===== src/rtl/calc2_pkg.sv =====
// rtl/calc2_pkg.sv - shared types, sizes and ALU functions for the Calc2 compute block
package calc2_pkg;
    localparam int NUM_PORTS = 4;
    localparam int DATA_W    = 32;
    localparam int TAG_W     = 2;
    localparam int NUM_TAGS  = 1 << TAG_W;
    localparam int SHAMT_W   = $clog2(DATA_W);

    typedef enum logic [3:0] {
        CMD_NOP = 4'd0,
        CMD_ADD = 4'd1,
        CMD_SUB = 4'd2,
        CMD_SHL = 4'd5,
        CMD_SHR = 4'd6
    } cmd_e;

    typedef enum logic [1:0] {
        RESP_NONE = 2'd0,
        RESP_OK   = 2'd1,
        RESP_ERR  = 2'd2
    } resp_e;

    typedef struct packed {
        logic              valid;
        logic [3:0]        cmd;
        logic [DATA_W-1:0] op1;
        logic [DATA_W-1:0] op2;
    } tag_entry_t;

    typedef struct packed {
        resp_e             resp;
        logic [DATA_W-1:0] data;
    } alu_result_t;

    function automatic logic is_shift(input logic [3:0] cmd);
        return (cmd == CMD_SHL) || (cmd == CMD_SHR);
    endfunction

    function automatic logic [TAG_W-1:0] first_set(input logic [NUM_TAGS-1:0] vec);
        logic [TAG_W-1:0] idx;
        idx = '0;
        for (int t = NUM_TAGS - 1; t >= 0; t--) begin
            if (vec[t]) idx = TAG_W'(t);
        end
        return idx;
    endfunction

    // Anything that is not add or sub lands here too and reports an error.
    function automatic alu_result_t alu_addsub(input logic [3:0]        cmd,
                                               input logic [DATA_W-1:0] op1,
                                               input logic [DATA_W-1:0] op2);
        alu_result_t       r;
        logic [DATA_W:0]   sum;
        r.resp = RESP_ERR;
        r.data = '0;
        sum    = {1'b0, op1} + {1'b0, op2};
        if (cmd == CMD_ADD) begin
            if (!sum[DATA_W]) begin
                r.resp = RESP_OK;
                r.data = sum[DATA_W-1:0];
            end
        end else if (cmd == CMD_SUB) begin
            if (op2 <= op1) begin
                r.resp = RESP_OK;
                r.data = op1 - op2;
            end
        end
        return r;
    endfunction

    function automatic alu_result_t alu_shift(input logic [3:0]        cmd,
                                              input logic [DATA_W-1:0] op1,
                                              input logic [DATA_W-1:0] op2);
        alu_result_t r;
        r.resp = RESP_OK;
        if (cmd == CMD_SHL) r.data = op1 << op2[SHAMT_W-1:0];
        else                r.data = op1 >> op2[SHAMT_W-1:0];
        return r;
    endfunction
endpackage


===== src/rtl/calc2_port_ctrl.sv =====
// rtl/calc2_port_ctrl.sv - per-port two-cycle command capture and tag table
module calc2_port_ctrl
    import calc2_pkg::*;
(
    input  logic              c_clk,
    input  logic              reset,
    input  logic [3:0]        cmd_in,
    input  logic [DATA_W-1:0] data_in,
    input  logic [TAG_W-1:0]  tag_in,
    input  logic              add_grant,
    input  logic              shift_grant,
    output logic              add_ready,
    output logic              shift_ready,
    output logic [TAG_W-1:0]  add_tag,
    output tag_entry_t        add_entry,
    output logic [TAG_W-1:0]  shift_tag,
    output tag_entry_t        shift_entry,
    output logic              wr_en,
    output logic [TAG_W-1:0]  wr_tag
);
    typedef enum logic {ST_IDLE, ST_OP2} cap_state_e;

    cap_state_e           state;
    cap_state_e           state_nxt;
    logic                 cap_en;
    logic [3:0]           cap_cmd;
    logic [TAG_W-1:0]     cap_tag;
    logic [DATA_W-1:0]    cap_op1;
    tag_entry_t           table_q [NUM_TAGS];
    logic [NUM_TAGS-1:0]  add_vec;
    logic [NUM_TAGS-1:0]  shift_vec;

    always_ff @(posedge c_clk) begin
        if (!reset) state <= ST_IDLE;
        else        state <= state_nxt;
    end

    always_comb begin
        state_nxt = state;
        case (state)
            ST_IDLE: if (cmd_in != 4'd0) state_nxt = ST_OP2;
            ST_OP2:  state_nxt = ST_IDLE;
            default: state_nxt = ST_IDLE;
        endcase
    end

    // The cmd lines are only looked at in IDLE, so the operand-2 cycle ignores them.
    always_comb begin
        cap_en = (state == ST_IDLE) && (cmd_in != 4'd0);
        wr_en  = (state == ST_OP2);
        wr_tag = cap_tag;
    end

    always_ff @(posedge c_clk) begin
        if (!reset) begin
            cap_cmd <= '0;
            cap_tag <= '0;
            cap_op1 <= '0;
        end else if (cap_en) begin
            cap_cmd <= cmd_in;
            cap_tag <= tag_in;
            cap_op1 <= data_in;
        end
    end

    // A write into the same slot as a same-edge dispatch must win, so it comes last.
    always_ff @(posedge c_clk) begin
        if (!reset) begin
            for (int t = 0; t < NUM_TAGS; t++) table_q[t] <= '0;
        end else begin
            if (add_grant)   table_q[add_tag].valid   <= 1'b0;
            if (shift_grant) table_q[shift_tag].valid <= 1'b0;
            if (wr_en) begin
                table_q[wr_tag] <= '{valid: 1'b1, cmd: cap_cmd, op1: cap_op1, op2: data_in};
            end
        end
    end

    always_comb begin
        for (int t = 0; t < NUM_TAGS; t++) begin
            add_vec[t]   = table_q[t].valid && !is_shift(table_q[t].cmd);
            shift_vec[t] = table_q[t].valid &&  is_shift(table_q[t].cmd);
        end
    end

    assign add_ready   = |add_vec;
    assign shift_ready = |shift_vec;
    assign add_tag     = first_set(add_vec);
    assign shift_tag   = first_set(shift_vec);
    assign add_entry   = table_q[add_tag];
    assign shift_entry = table_q[shift_tag];
endmodule


===== src/rtl/calc2_unit.sv =====
// rtl/calc2_unit.sv - four-port tagged calculator top: arbiters, ALUs, outputs (checks under CALC2_SVA_EN)
module calc2_unit
    import calc2_pkg::*;
(
    input  logic              c_clk,
    input  logic              reset,
    input  logic              a_clk,
    input  logic              b_clk,
    input  logic              scan_in,
    output logic              scan_out,
    input  logic [3:0]        req1_cmd_in,
    input  logic [DATA_W-1:0] req1_data_in,
    input  logic [TAG_W-1:0]  req1_tag_in,
    input  logic [3:0]        req2_cmd_in,
    input  logic [DATA_W-1:0] req2_data_in,
    input  logic [TAG_W-1:0]  req2_tag_in,
    input  logic [3:0]        req3_cmd_in,
    input  logic [DATA_W-1:0] req3_data_in,
    input  logic [TAG_W-1:0]  req3_tag_in,
    input  logic [3:0]        req4_cmd_in,
    input  logic [DATA_W-1:0] req4_data_in,
    input  logic [TAG_W-1:0]  req4_tag_in,
    output logic [1:0]        out_resp1,
    output logic [DATA_W-1:0] out_data1,
    output logic [TAG_W-1:0]  out_tag1,
    output logic [1:0]        out_resp2,
    output logic [DATA_W-1:0] out_data2,
    output logic [TAG_W-1:0]  out_tag2,
    output logic [1:0]        out_resp3,
    output logic [DATA_W-1:0] out_data3,
    output logic [TAG_W-1:0]  out_tag3,
    output logic [1:0]        out_resp4,
    output logic [DATA_W-1:0] out_data4,
    output logic [TAG_W-1:0]  out_tag4
);
    localparam int PORT_W = $clog2(NUM_PORTS);

    logic [3:0]           cmd_a        [NUM_PORTS];
    logic [DATA_W-1:0]    data_a       [NUM_PORTS];
    logic [TAG_W-1:0]     tag_a        [NUM_PORTS];
    logic [TAG_W-1:0]     add_tag_a    [NUM_PORTS];
    logic [TAG_W-1:0]     shift_tag_a  [NUM_PORTS];
    tag_entry_t           add_entry_a  [NUM_PORTS];
    tag_entry_t           shift_entry_a[NUM_PORTS];
    logic [TAG_W-1:0]     wr_tag_a     [NUM_PORTS];
    logic [NUM_PORTS-1:0] wr_en;
    logic [NUM_PORTS-1:0] add_ready, shift_ready, shift_req, add_gnt, shift_gnt;
    logic [PORT_W-1:0]    add_ptr, shift_ptr, add_sel, shift_sel;
    logic                 add_fire, shift_fire;
    alu_result_t          add_res, shift_res;
    resp_e                resp_q [NUM_PORTS];
    logic [DATA_W-1:0]    data_q [NUM_PORTS];
    logic [TAG_W-1:0]     tag_q  [NUM_PORTS];
    logic                 scan_unused;

    assign scan_out    = 1'b0;
    assign scan_unused = a_clk ^ b_clk ^ scan_in;

    always_comb begin
        cmd_a[0] = req1_cmd_in;  data_a[0] = req1_data_in;  tag_a[0] = req1_tag_in;
        cmd_a[1] = req2_cmd_in;  data_a[1] = req2_data_in;  tag_a[1] = req2_tag_in;
        cmd_a[2] = req3_cmd_in;  data_a[2] = req3_data_in;  tag_a[2] = req3_tag_in;
        cmd_a[3] = req4_cmd_in;  data_a[3] = req4_data_in;  tag_a[3] = req4_tag_in;
    end

    for (genvar p = 0; p < NUM_PORTS; p++) begin : g_port
        calc2_port_ctrl u_port (
            .c_clk       (c_clk),
            .reset       (reset),
            .cmd_in      (cmd_a[p]),
            .data_in     (data_a[p]),
            .tag_in      (tag_a[p]),
            .add_grant   (add_gnt[p]),
            .shift_grant (shift_gnt[p]),
            .add_ready   (add_ready[p]),
            .shift_ready (shift_ready[p]),
            .add_tag     (add_tag_a[p]),
            .add_entry   (add_entry_a[p]),
            .shift_tag   (shift_tag_a[p]),
            .shift_entry (shift_entry_a[p]),
            .wr_en       (wr_en[p]),
            .wr_tag      (wr_tag_a[p])
        );
    end

    // First requesting port at or after ptr, wrapping around; returns ptr when idle.
    function automatic logic [PORT_W-1:0] rr_index(input logic [NUM_PORTS-1:0] req,
                                                   input logic [PORT_W-1:0]    ptr);
        logic [PORT_W-1:0] idx;
        logic [PORT_W-1:0] cand;
        idx = ptr;
        for (int k = NUM_PORTS - 1; k >= 0; k--) begin
            cand = ptr + PORT_W'(k);
            if (req[cand]) idx = cand;
        end
        return idx;
    endfunction

    // The shift arbiter only sees ports the add arbiter left alone, so a port never
    // gets two completions in one cycle.
    always_comb begin
        add_sel    = rr_index(add_ready, add_ptr);
        add_fire   = add_ready[add_sel] && add_entry_a[add_sel].valid;
        add_gnt    = '0;
        if (add_fire) add_gnt[add_sel] = 1'b1;
        shift_req  = shift_ready & ~add_gnt;
        shift_sel  = rr_index(shift_req, shift_ptr);
        shift_fire = shift_req[shift_sel] && shift_entry_a[shift_sel].valid;
        shift_gnt  = '0;
        if (shift_fire) shift_gnt[shift_sel] = 1'b1;
        add_res    = alu_addsub(add_entry_a[add_sel].cmd, add_entry_a[add_sel].op1,
                                add_entry_a[add_sel].op2);
        shift_res  = alu_shift(shift_entry_a[shift_sel].cmd, shift_entry_a[shift_sel].op1,
                               shift_entry_a[shift_sel].op2);
    end

    always_ff @(posedge c_clk) begin
        if (!reset) begin
            add_ptr   <= '0;
            shift_ptr <= '0;
            for (int p = 0; p < NUM_PORTS; p++) begin
                resp_q[p] <= RESP_NONE;
                data_q[p] <= '0;
                tag_q[p]  <= '0;
            end
        end else begin
            for (int p = 0; p < NUM_PORTS; p++) begin
                resp_q[p] <= RESP_NONE;
                data_q[p] <= '0;
                tag_q[p]  <= '0;
            end
            if (add_fire) begin
                resp_q[add_sel] <= add_res.resp;
                data_q[add_sel] <= add_res.data;
                tag_q[add_sel]  <= add_tag_a[add_sel];
                add_ptr         <= add_sel + PORT_W'(1);
            end
            if (shift_fire) begin
                resp_q[shift_sel] <= shift_res.resp;
                data_q[shift_sel] <= shift_res.data;
                tag_q[shift_sel]  <= shift_tag_a[shift_sel];
                shift_ptr         <= shift_sel + PORT_W'(1);
            end
        end
    end

    always_comb begin
        out_resp1 = resp_q[0];  out_data1 = data_q[0];  out_tag1 = tag_q[0];
        out_resp2 = resp_q[1];  out_data2 = data_q[1];  out_tag2 = tag_q[1];
        out_resp3 = resp_q[2];  out_data3 = data_q[2];  out_tag3 = tag_q[2];
        out_resp4 = resp_q[3];  out_data4 = data_q[3];  out_tag4 = tag_q[3];
    end

`ifdef CALC2_SVA_EN
    logic [NUM_TAGS-1:0] sva_out [NUM_PORTS];
    logic [4:0]          sva_age [NUM_PORTS][NUM_TAGS];

    // Outstanding from table write until the response is seen on the outputs.
    always_ff @(posedge c_clk) begin
        if (!reset) begin
            for (int p = 0; p < NUM_PORTS; p++) begin
                sva_out[p] <= '0;
                for (int t = 0; t < NUM_TAGS; t++) sva_age[p][t] <= '0;
            end
        end else begin
            for (int p = 0; p < NUM_PORTS; p++) begin
                for (int t = 0; t < NUM_TAGS; t++) begin
                    if (resp_q[p] != RESP_NONE && tag_q[p] == TAG_W'(t)) sva_out[p][t] <= 1'b0;
                    if (wr_en[p] && wr_tag_a[p] == TAG_W'(t)) begin
                        sva_out[p][t] <= 1'b1;
                        sva_age[p][t] <= '0;
                    end else if (sva_out[p][t]) begin
                        sva_age[p][t] <= sva_age[p][t] + 5'd1;
                    end
                end
            end
        end
    end

    for (genvar p = 0; p < NUM_PORTS; p++) begin : g_sva
        a_resp_legal: assert property (@(posedge c_clk) disable iff (!reset)
            resp_q[p] != 2'd3);
        a_idle_zero: assert property (@(posedge c_clk) disable iff (!reset)
            (resp_q[p] == RESP_NONE) |-> (data_q[p] == '0 && tag_q[p] == '0));
        a_known_tag: assert property (@(posedge c_clk) disable iff (!reset)
            (resp_q[p] != RESP_NONE) |-> sva_out[p][tag_q[p]]);
        for (genvar t = 0; t < NUM_TAGS; t++) begin : g_tag
            a_latency: assert property (@(posedge c_clk) disable iff (!reset)
                sva_out[p][t] |-> (sva_age[p][t] < 5'd16));
        end
    end
`else
    logic [NUM_PORTS-1:0] wr_unused;
    always_comb begin
        for (int p = 0; p < NUM_PORTS; p++) wr_unused[p] = wr_en[p] ^ (^wr_tag_a[p]);
    end
`endif
endmodule


===== config.mk =====
export PLATFORM = sky130hd
export DESIGN_NAME = calc2_unit
export DESIGN_NICKNAME = d
export VERILOG_FILES = /design/src/rtl/calc2_pkg.sv /design/src/rtl/calc2_port_ctrl.sv /design/src/rtl/calc2_unit.sv
export SDC_FILE = /design/constraint.sdc
export NUM_CORES = 2
export LEC_CHECK = 0
export BUFFER_PORTS_ARGS = -buffer_cell sky130_fd_sc_hd__buf_2
export CORE_MARGIN = 2
export CORE_UTILIZATION = 45
export DETAILED_ROUTE_END_ITERATION = 12
export SKIP_CTS_REPAIR_TIMING = 1
export SLEW_MARGIN = 30
export SYNTH_ARGS = -nofsm -noshare
export SYNTH_HDL_FRONTEND = slang
export SYNTH_HIERARCHICAL = 1
export SYNTH_SLANG_ARGS = --single-unit

===== constraint.sdc =====
create_clock -name c_clk -period 7.45 [get_ports c_clk]
set_input_delay 0 -clock c_clk [delete_from_list [all_inputs] [get_ports c_clk]]
set_output_delay 0 -clock c_clk [all_outputs]
set_load 0.05 [all_outputs]

## Word level (Yosys, flattened, before mapping)

Memory sizes are Yosys's and may differ from the RTL's.
Index checks and enable logic that the tools add are counted.

| operators by class | value |
|---|---|
| add/sub/neg operators | 10 |
| multiply operators | 0 |
| divide/modulo/power cells | 0 |
| order comparisons | 15 |
| equal/unequal tests | 35 |
| shift operators | 2 |
| mux-type cells | 183 |
| bitwise logic cells | 20 |
| reduce and logical (&&, ||, !) cells | 96 |

Operators with widths:

| kind | count |
|---|---|
| 2-to-1 mux 69 bit | 16 |
| OR reduction 69 bit | 12 |
| binary-select mux 69 bit (select 2 bit) | 2 |
| 2-to-1 mux 32 bit | 5 |
| 2-to-1 mux 2 bit | 72 |
| 2-to-1 mux 34 bit | 4 |
| == test 4 x 3 -> 1 bit, second input constant | 33 |
| 2-to-1 mux 1 bit | 64 |
| logical AND 1 bit | 40 |
| adder 32 x 32 -> 33 bit | 1 |
| less-or-equal comparator 32 bit | 1 |
| OR reduction 4 bit | 8 |
| left shift 32 x 5 -> 32 bit | 1 |
| right shift 32 x 5 -> 32 bit | 1 |
| subtractor 32 bit | 1 |
| < comparator 2 x 3 -> 1 bit, second input constant | 10 |
| binary-select mux 1 bit (select 2 bit) | 10 |
| zero test 1 bit | 16 |
| logical OR 1 bit | 16 |
| nonzero test 4 bit | 4 |
| bitwise OR 1 bit | 12 |
| adder 2 x 1 -> 2 bit, second input constant | 4 |
| adder 2 bit, second input constant | 4 |
| binary-select mux 2 bit (select 2 bit) | 2 |
| 11 further kinds | 22 |

| word-level totals | value |
|---|---|
| register bits | 160 |
| latch bits | 0 |
| memory bits (writable) | 1248 |
| bits in read-only memories | 0 |
| output and inout bits | 145 |
| logic and storage cells | 386 |
| memories kept | 7 |

Memory list:

| memory | depth | bits a word | read ports | clocked after memory_dff | wr ports | RTL line | text |
|---|---|---|---|---|---|---|---|
| g_port[0].u_port.table_q | 4 | 69 | 6 | 0 | 4 | calc2_port_ctrl.sv:29 | `tag_entry_t table_q [NUM_TAGS];` |
| g_port[1].u_port.table_q | 4 | 69 | 6 | 0 | 4 | calc2_port_ctrl.sv:29 |  |
| g_port[2].u_port.table_q | 4 | 69 | 6 | 0 | 4 | calc2_port_ctrl.sv:29 |  |
| g_port[3].u_port.table_q | 4 | 69 | 6 | 0 | 4 | calc2_port_ctrl.sv:29 |  |
| data_q | 4 | 32 | 4 | 0 | 6 | calc2_unit.sv:52 | `logic [DATA_W-1:0] data_q [NUM_PORTS];` |
| resp_q | 4 | 2 | 4 | 0 | 6 | calc2_unit.sv:51 | `resp_e resp_q [NUM_PORTS];` |
| 1 more memories | n/a | n/a | n/a | n/a | n/a | n/a |  |

## Logic depth before layout (Yosys ltp)

An unclocked memory read counts as a cell.

| logic depth | value |
|---|---|
| depth in word-level cells | 37 |
| depth in mapped cells | 35 |
| depth with buffers taken out | 29 |

## Hierarchy

The synthesis kept the hierarchy.

By module, submodules not included:

| module | instances | cells each | area an instance (µm²) |
|---|---|---|---|
| calc2_unit | 1 | 2744 | 19124.6 |
| calc2_port_ctrl at g_port[3].u_port | 1 | 1546 | 16662.2 |
| calc2_port_ctrl at g_port[0].u_port | 1 | 1455 | 16077.9 |
| calc2_port_ctrl at g_port[2].u_port | 1 | 1523 | 15912.8 |
| calc2_port_ctrl at g_port[1].u_port | 1 | 1271 | 15653.8 |

## Worst setup path before layout

Ideal clock, no wire load.

| timing path | value |
|---|---|
| path kind | flip-flop to flip-flop |
| from | memory g_port[3].u_port/table_q[2][67] (netlist name) |
| to | memory data_q[0][0] |
| setup time | 0.117 ns |
| data arrival time | 6.885 ns |
| data required time | 7.333 ns |
| slack | 0.447 ns |
| cell stages (with the launch flop) | 34 |
| cell sequence | edfxtp_1 -> nand2b_1 -> clkbuf_1 -> o21a_1 -> buf_2 -> buf_2 -> nor2_1 -> nand3_1 -> or3_1 -> o2111ai_1 -> nand2_2 -> inv_1 -> clkbuf_1 -> clkbuf_1 -> buf_1 -> nand2_1 -> a31oi_1 -> ha_1 -> inv_1 -> fa_1 -> a21o_1 -> a21o_1 -> a21o_1 -> a21oi_1 -> a21oi_1 -> a211oi_1 -> o221ai_1 -> a21boi_0 -> o21a_1 -> a21o_1 -> clkbuf_1 -> nand2_1 -> clkbuf_1 -> a32o_1 |

RTL lines:

| element | RTL line |
|---|---|
| start, declared | calc2_port_ctrl.sv:29 |
| end, declared | calc2_unit.sv:52 |

==> impl_metrics.toml <==
[detailed_routing]
drt_iter0_markers = 8150
dr_total_vias = 71000
firstDrtPassIters = 7
vias_per_cell = 6.38
wire_per_inst_um = 33.0
postRouteAntennaNets = 0
totalWireLength_mm = 368
drc = 0

[clock_tree]
clock_insertion_delay_worst_skew_ns = 0.87
numCtsBuffers = 154
cts_sinks = 1408
clock_tree_from_tritoncts = "yes"
ctsRootBufferMaster = "sky130_fd_sc_hd__clkbuf_16"
maximum_buffer_depth_of_the_clock_tree = 3
cts.htree.levels = 4
cts.reportedPaths.clkPinSlew_ns = 0.06

[worst_setup_path]
crit_slowest_cell = "sky130_fd_sc_hd__a221oi_1"
path_cells = "nand2b_1 -> o21a_1 -> nor2_2 -> nand3_4 -> buf_4 -> or3_1 -> o2111ai_1 -> nand2_4 -> buf_12 -> a221o_2 -> a221o_1 -> o32a_1 -> buf_4 -> buf_4 -> nand3_1 -> nand2_1 -> nor4_1 -> o21ai_0 -> a221oi_1 -> o32ai_1 -> a31oi_1 -> buf_4 -> o22ai_1"
data_arrival_critical_path_ns = 8.02
rr_worst_depth = 23
worst_r2r_startpoint = "g_port[3].u_port/table_q[3][67]$_SDFFCE_PN0P_"
critPathRequiredTime_ns = 8.14
critical_path_most_common_cell = "sky130_fd_sc_hd__buf_4"
timing.setup.critical_path_class = "reg2reg"
timing.rr.end = "data_q[0][15]$_DFF_P_"
crit_path_end_kind = "flip-flop"
endpoint = "data_q[0][15]$_DFF_P_"
critical_path_startpoint = "g_port[3].u_port/table_q[3][67]$_SDFFCE_PN0P_"
critical-path-max-stage-delay_ns = 0.65
reg2reg_slack_ns = 0.13
worstPathMaxFanout = 56
worstSetupStartpointType = "flip-flop"

[global_route]
wire_length_of_the_first_global_routing_pass_mm = 505
groute.usage.overall_pct = 38.9
grt_start_max_net_pins = 144
grt.overflow.total = 0
antenna_found_initial = 18
first_global_vias = 65400

[placement]
io_buffers = 297
hpwl_reported_at_the_end_of_detailed_placement_mm = 258
gp_congestion = 1.05
placed_cell_area_um2 = 87600
dp_worst_setup_slack_ns = -0.0542

[run_status]
violated_checks = "negative hold slack"
run_status = "finished, violations left"

[sta]
finalHoldViolCount = 4
final.setup.worst_slack_ns = 0.129
final_worst_path_cycle_share_pct = 98.3
max_clock_freq_mhz = 137
report.final.slew_viol_count = 0
fin_skew_ns = 0.0665
timing.slew.headroom_pct = 22.4
finalHoldWorstSlack_ns = -0.00305
worst-slew-pin-transition_ns = 1.16
finalCriticalPeriod_ns = 7.32
setup-violations-final = 0

[die]
num_io_pins = 302
die_area_um2 = 183000
initial_util_pct = 45.3
floorplan.core_area_um2 = 178000
fp.dieW_um = 427
rows = 155
die-height_um = 427

[logic_synthesis]
syn_avg_cell_area_um2 = 9.95
syn-num-nets = 8346
post_synth_inst_count = 8115
ys.warnings.count = 6
synth.cell_area_um2 = 80700

[finish]
finalNetCount = 8872
drive_gt1_share_pct = 15.7
synthToLayoutAreaGrowth_pct = 17.4
stdcell_area_um2 = 94800

[pwr]
power-per-cell-area_nw_per_um2 = 313
p_leak_nw = 36.5
power.ir.vdd_worst_mv = 0.243

[hold_path]
worstHoldPathType = "in2reg"

[job]
max_cap_violations = 0
## power breakdown
group          internal, mW  leakage [nW]  switching (mW)
clock network          4.46          2.52            3.37
registers              8.87          13.9           0.256
logic                  4.31          20.1            8.45
## area by class of cell
cell class / count / area (um2)
antenna: 8 / 20.0
clock buffer: 221 / 4380
clock inverter: 67 / 787
fill: 16000 / 83500
inverter: 108 / 413
multi-input combinational: 5871 / 38600
sequential: 1408 / 39100
tap: 2355 / 2950
timing repair buffer: 1098 / 8530
## layout by cell type, fill, tap and decap left out, types with 28 or more instances in the layout
cell type and n:
sky130_fd_sc_hd__a211oi_1 38, sky130_fd_sc_hd__a21boi_0 142, sky130_fd_sc_hd__a21o_1 30, sky130_fd_sc_hd__a21oi_1 441, sky130_fd_sc_hd__a22oi_1 175, sky130_fd_sc_hd__a2bb2oi_1 109
sky130_fd_sc_hd__a31oi_1 48, sky130_fd_sc_hd__a41oi_1 68, sky130_fd_sc_hd__and2_1 1133, sky130_fd_sc_hd__and3_1 142, sky130_fd_sc_hd__buf_12 40, sky130_fd_sc_hd__buf_2 296
sky130_fd_sc_hd__buf_4 562, sky130_fd_sc_hd__clkbuf_1 42, sky130_fd_sc_hd__clkbuf_16 156, sky130_fd_sc_hd__dfxtp_1 319, sky130_fd_sc_hd__dlygate4sd3_1 193, sky130_fd_sc_hd__edfxtp_1 1088
sky130_fd_sc_hd__ha_1 72, sky130_fd_sc_hd__inv_1 102, sky130_fd_sc_hd__mux2_2 33, sky130_fd_sc_hd__mux2i_1 440, sky130_fd_sc_hd__nand2_1 821, sky130_fd_sc_hd__nand2b_1 36
sky130_fd_sc_hd__nand3_1 207, sky130_fd_sc_hd__nand4_1 37, sky130_fd_sc_hd__nor2_1 267, sky130_fd_sc_hd__nor2b_1 151, sky130_fd_sc_hd__nor3_1 94, sky130_fd_sc_hd__o211ai_1 219
sky130_fd_sc_hd__o21ai_0 192, sky130_fd_sc_hd__o21ai_1 73, sky130_fd_sc_hd__o22ai_1 89, sky130_fd_sc_hd__o311ai_0 94, sky130_fd_sc_hd__or3_1 123, sky130_fd_sc_hd__xnor2_1 28
## worst min path at each step
| stage | startpoint | to | slack, ns | cells after the start |
|---|---|---|---|---|
| floorplan | req1_data_in[4] | g_port[0].u_port/cap_op1[4]$_SDFFE_PN0P_ | 0.14 | 2 |
| global placement | req1_tag_in[0] | g_port[0].u_port/wr_tag[0]$_SDFFE_PN0P_ | 0.25 | 3 |
| detailed placement | req2_tag_in[0] | g_port[1].u_port/wr_tag[0]$_SDFFE_PN0P_ | 0.26 | 3 |
| CTS | req2_tag_in[0] | g_port[1].u_port/wr_tag[0]$_SDFFE_PN0P_ | -0.65 | 3 |
| global route | req1_data_in[23] | g_port[0].u_port/table_q[0][23]$_SDFFCE_PN0P_ | 0.005 | 3 |
| finish | req1_data_in[13] | g_port[0].u_port/cap_op1[13]$_SDFFE_PN0P_ | -0.003 | 4 |
## routing by layer
metal | wire length [um] | track usage [%]
met2 | 162000 | 59.0
met5 | 95 | 0
met4 | 23400 | 21.0
met3 | 31600 | 7.18
met1 | 151000 | 52.6
## per-stage QoR
| step | TNS [ns] | hold slack (ns) | util [%] | power [mW] | instances |
|---|---|---|---|---|---|
| 3_3_place_gp | -0.170 | 0.254 | 49.1 | 21.4 | 10600 |
| 3_5_place_dp | -0.526 | 0.264 | 49.1 | 21.4 | 10600 |
| 5_1_grt | -0.0600 | 0.00491 | 53.2 | 30.5 | 11100 |
| 2_1_floorplan | 0 | 0.145 | - | 15.1 | 8115 |
| 4_1_cts | -1.38 | -0.651 | 52.0 | 29.1 | 10900 |
| 6_report | 0 | -0.00305 | 53.2 | 29.7 | 11100 |
## flip-flops by register name (all words and copies together) (netlist names)
signal	cells
g_port.u_port/cap_cmd	16
data_q	128
g_port.u_port/wr_en	4
add_ptr	2
resp_q	8
g_port.u_port/wr_tag	8
tag_q	8
g_port.u_port/cap_op1	128
shift_ptr	2
g_port.u_port/table_q	1104
## critical path, delay by kind of cell, from the launching register on
family / cells / cell delay [ns]
AO/OA/AOI/OAI: 10 / 3.59
buffers and inverters: 5 / 1.10
flip-flops: 1 / 0.39
AND/OR/NAND/NOR: 8 / 2.04
Power figures use the tool's default switching activity.
